--- src/rtl/ex_mem_pipe.sv ---
// ex_mem_pipe: EX->MEM stage register with valid/ready handshake,
// optional 2-entry skid buffer, synchronous flush and EX forwarding tap.
//
// Ports:
//   clk, rst_n       clock, synchronous active-low reset
//   flush_i          drop every held entry (redirect)
//   up_*             EX side: valid/ready plus payload and GPR write fields
//   dn_*             MEM side: head entry valid/ready plus its fields
//   fwd_*            combinational EX-result tap for hazard logic
//   occupancy_o      number of held entries (0..2), registered
module ex_mem_pipe #(
  parameter int PAYLOAD_W = 128,
  parameter int DATA_W    = 32,
  parameter int REG_AW    = 5,
  parameter bit SKID_EN   = 1'b1
) (
  input  logic                 clk,
  input  logic                 rst_n,
  input  logic                 flush_i,
  input  logic                 up_valid_i,
  output logic                 up_ready_o,
  input  logic [PAYLOAD_W-1:0] up_payload_i,
  input  logic                 up_reg_we_i,
  input  logic [REG_AW-1:0]    up_reg_waddr_i,
  input  logic [DATA_W-1:0]    up_reg_wdata_i,
  output logic                 dn_valid_o,
  input  logic                 dn_ready_i,
  output logic [PAYLOAD_W-1:0] dn_payload_o,
  output logic                 dn_reg_we_o,
  output logic [REG_AW-1:0]    dn_reg_waddr_o,
  output logic [DATA_W-1:0]    dn_reg_wdata_o,
  output logic                 fwd_we_o,
  output logic [REG_AW-1:0]    fwd_addr_o,
  output logic [DATA_W-1:0]    fwd_data_o,
  output logic [1:0]           occupancy_o
);

  typedef struct packed {
    logic [PAYLOAD_W-1:0] payload;
    logic                 we;
    logic [REG_AW-1:0]    waddr;
    logic [DATA_W-1:0]    wdata;
  } ent_t;

  // Encoding doubles as the entry count.
  typedef enum logic [1:0] {
    EMPTY = 2'd0,
    ONE   = 2'd1,
    TWO   = 2'd2
  } state_t;

  state_t state_q, state_d;
  ent_t   head_q, head_d;
  ent_t   skid_q, skid_d;
  ent_t   in_ent;
  logic   push, pop;

  assign in_ent = {up_payload_i, up_reg_we_i,
                   up_reg_waddr_i, up_reg_wdata_i};

  assign dn_valid_o = (state_q != EMPTY);

  // Skid mode: ready decodes registered state only, so
  // dn_ready_i never reaches up_ready_o combinationally.
  generate
    if (SKID_EN) begin : g_skid
      assign up_ready_o = (state_q != TWO);
    end else begin : g_flat
      assign up_ready_o = ~dn_valid_o | dn_ready_i;
    end
  endgenerate

  assign push = up_valid_i & up_ready_o;
  assign pop  = dn_valid_o & dn_ready_i;

  always_comb begin
    state_d = state_q;
    head_d  = head_q;
    skid_d  = skid_q;
    if (flush_i) begin
      state_d = EMPTY;
      head_d  = '0;
      skid_d  = '0;
    end else begin
      unique case (state_q)
        EMPTY: begin
          if (push) begin
            state_d = ONE;
            head_d  = in_ent;
          end
        end
        ONE: begin
          unique case (1'b1)
            push && pop: head_d = in_ent;
            push && !pop: begin
              state_d = TWO;
              skid_d  = in_ent;
            end
            !push && pop: begin
              state_d = EMPTY;
              head_d  = '0;
            end
            default: ;
          endcase
        end
        TWO: begin
          if (pop) begin
            state_d = ONE;
            head_d  = skid_q;
            skid_d  = '0;
          end
        end
        default: begin
          state_d = EMPTY;
          head_d  = '0;
          skid_d  = '0;
        end
      endcase
    end
  end

  always_ff @(posedge clk) begin
    if (!rst_n) begin
      state_q <= EMPTY;
      head_q  <= '0;
      skid_q  <= '0;
    end else begin
      state_q <= state_d;
      head_q  <= head_d;
      skid_q  <= skid_d;
    end
  end

  assign dn_payload_o   = head_q.payload;
  assign dn_reg_we_o    = head_q.we;
  assign dn_reg_waddr_o = head_q.waddr;
  assign dn_reg_wdata_o = head_q.wdata;
  assign occupancy_o    = state_q;

  // x0 writes are never forwarded; a redirect kills the tap.
  assign fwd_we_o   = ~flush_i & up_valid_i & up_reg_we_i
                    & (|up_reg_waddr_i);
  assign fwd_addr_o = flush_i ? '0 : up_reg_waddr_i;
  assign fwd_data_o = flush_i ? '0 : up_reg_wdata_i;

endmodule

--- config.mk ---
export PLATFORM = sky130hd
export DESIGN_NAME = ex_mem_pipe
export DESIGN_NICKNAME = d
export VERILOG_FILES = /design/src/rtl/ex_mem_pipe.sv
export SDC_FILE = /design/constraint.sdc
export NUM_CORES = 1
export LEC_CHECK = 0
export BUFFER_PORTS_ARGS = -buffer_cell sky130_fd_sc_hd__buf_2
export CAP_MARGIN = 20
export CORE_MARGIN = 2
export CORE_UTILIZATION = 40
export DETAILED_ROUTE_END_ITERATION = 8
export SLEW_MARGIN = 20
export SYNTH_ARGS = -nofsm -noshare
export SYNTH_HDL_FRONTEND = slang
export SYNTH_SLANG_ARGS = --single-unit
--- constraint.sdc ---
create_clock -name clk -period 2.3 [get_ports clk]
set_clock_uncertainty 0.05 [all_clocks]
set_input_delay 0.23 -clock clk [delete_from_list [all_inputs] [get_ports clk]]
set_output_delay 0.23 -clock clk [all_outputs]
set_load 0.02 [all_outputs]
==> results.cfg <==
[run_status]
outcome = finished clean

[synthesis]
yosys.area.top_type = dfxtp_1
avgSynthCellArea_um2 = 8.36
ys_seq_area_share_pct = 45.9
synth_top_area_share_pct = 45.9
synthArstFlopShare_pct = 0
syn_area_um2 = 14600
ys_ff_latch = 334
ys_warn_count = 0
yosysMostFrequentCell = nand2_1
synth_cells = 1743
synth_cell_types = 24
ys.flop_type = dfxtp_1
ys_top_cells_by_area = dfxtp_1 (46%), nand2_1 (13%), a221o_1 (11%)
ys_top_cells_by_count = nand2_1 (500), dfxtp_1 (334), nor3_1 (167)
synth-edff-count = 0
synth_fp_nets = 1914

[placed_design]
gp_congestion = 0.780
dp_cells = 2431
port_buffers = 378
dp.final_hpwl_mm = 27.7

[final_layout]
fillers = 3257
drive_above_1_share_pct = 22.0
final_nets = 2347
antenna_cells = 0
fin_cells = 2663
area_growth_pct = 35.5

[routing]
drt_iter0_drc = 1256
ant_nets = 0
drc = 0
vias = 15300
dr.pass1.iters = 5
via_per_inst = 5.75
wl_per_cell_um = 18.6
wirelength_mm = 49.6

[cts]
clockBufferDepth = 3
cts_buffers = 38
clock_latency_ps = 510
cts_setup_buffers = 0
ctsHtreeMaxLevel = 2
root_buffer = clkbuf_16
clkTransAtPathRegs_ps = 60
cts_tree = yes
clock_sinks = 334

[power]
p_comb_share_pct = 11.2
p_sw_mw = 3.42
cellLeakagePower_nw = 7.18
peakVddDrop_uv = 392
p_sw_share_pct = 25.1
power.internal_mw = 10.2
pwr_density_cell_nw_per_um2 = 691
power_frac_clock_pct = 44.8
seqPwrFrac_pct = 44.0

[floorplan]
initial_utilization_pct = 40.8
die_area_um2 = 38000
rows = 69
dieHeight_um = 195
dieWidth_um = 195
io_pins = 379
core_area_um2 = 35700

[worst_setup_path]
rr_startpoint = occupancy_o[0]
rr_worst_depth = 5
critPathLaunchType = register
worstPathMaxFanout = 73
reg2reg_to = dn_reg_wdata_o[21]
setup.worst_path.end_class = output port
cp.arrival_ps = 1920
ff2ff_setup_slack_ps = 270
critPathRequiredTime_ps = 2020
worstSetupPathType = register to output port

[sta]
setup_viol = 0
worst_pin_slew_ps = 993
finalCritPeriodShare_pct = 95.6
tns_ps = 0
clock.fmax_mhz = 455
post-route-min-period_ps = 2200
rsz0062_at_grt = false
max_slew_margin_pct = 33.8
hold_violations = 0
drv_slew = 0

[min_path]
hold_depth = 3
hold_path_class = input pin to register
hold_path_end = occupancy_o[1]
hp-start = flush_i

[global_route]
grt_pass1_wl_mm = 79.4
antenna_found_initial = 0
gr-total-overflow = 0
grt_use_total_pct = 25.1
grt_pass1_vias = 15000
grt_max_degree = 167

[flow_run]
max_cap_viol_count = 0
worst max path at each step:
stage,start,end,slack (ps),cells past startpoint
2_1_floorplan,occupancy_o[0],dn_payload_o[72],550,5
3_3_place_gp,occupancy_o[0],dn_payload_o[112],350,5
3_5_place_dp,occupancy_o[0],dn_payload_o[19],310,5
4_1_cts,occupancy_o[0],up_ready_o,110,3
5_1_grt,occupancy_o[0],up_ready_o,9,3
6_report,occupancy_o[0],up_ready_o,100,3
worst max-delay path, stage by stage, from the launching register on:
cell and delay (ps):
dfxtp_1 510, nand2b_4 270, buf_16 300, buf_2 240
cell type report:
class	count	area [um2]	area share [%]
repair buffers	581	4130	20.9
multi-input cells	1221	7090	35.9
clock buffers	58	1160	5.86
flip-flops and latches	334	6690	33.9
clock inverters	8	95.1	0.482
well taps	461	577	2.92
per-layer routing:
metal	wire length (um)	global-route usage, %	part of all wire, %
met5	0	0	0
met3	3400	4.22	6.8
met4	1360	8.45	2.7
met1	21900	33.7	44
met2	23000	41.0	46
cell families after synthesis:
kind of cell / count (synthesis) / share of synthesized area [%]
and+or+nand+nor: 883 / 29.4
AOI/OAI and AO/OA: 336 / 18.8
DFF: 334 / 45.9
buffers and inverters: 188 / 5.79
muxes: 2 / 0.146
state kept, by name, summed over array words and instances, names as in the netlist:
register,count
skid_q,166
dn_reg_we_o,1
dn_reg_wdata_o,32
dn_payload_o,128
occupancy_o,2
dn_reg_waddr_o,5
power by group through the flow:
stage | registers, mW | clock network, mW | logic [mW]
2_1_floorplan | 6.23 | 0 | 0.590
3_3_place_gp | 6.13 | 0 | 1.29
3_5_place_dp | 6.12 | 0 | 1.30
4_1_cts | 6.00 | 6.20 | 1.51
5_1_grt | 6.01 | 6.44 | 1.63
6_report | 6.00 | 6.10 | 1.53
per-stage QoR:
stage | util [%] | power (mW) | setup WS, ps | hold WS (ps) | instance area (um2)
2_1_floorplan | - | 6.82 | 551 | 319 | 14600
3_3_place_gp | 47.0 | 7.41 | 352 | 414 | 16800
3_5_place_dp | 47.0 | 7.42 | 308 | 415 | 16800
4_1_cts | 55.2 | 13.7 | 110 | 18.6 | 19700
5_1_grt | 55.2 | 14.1 | 9.28 | 59.3 | 19700
6_report | 55.2 | 13.6 | 102 | 35.9 | 19700
placed cells by master (no fill, tap or decap), types with 8 or more instances in the layout:
cell type / instances
nor3_1: 167
buf_2: 377
a31oi_1: 166
clkbuf_8: 11
dfxtp_1: 333
clkbuf_1: 8
nand3b_1: 166
dlygate4sd3_1: 166
nand2_1: 500
nor2b_1: 39
buf_4: 14
buf_12: 22
a221o_1: 166
clkbuf_16: 39
timing repair:
| action | in CTS | in global routing |
|---|---|---|
| resized for setup | 1 | 1 |
| hold endpoints to repair | 332 | 0 |
| endpoints found under the setup margin | 1 | 1 |
| hold buffers | 166 | 0 |
Note: power is estimated with default switching activity, not from simulation.
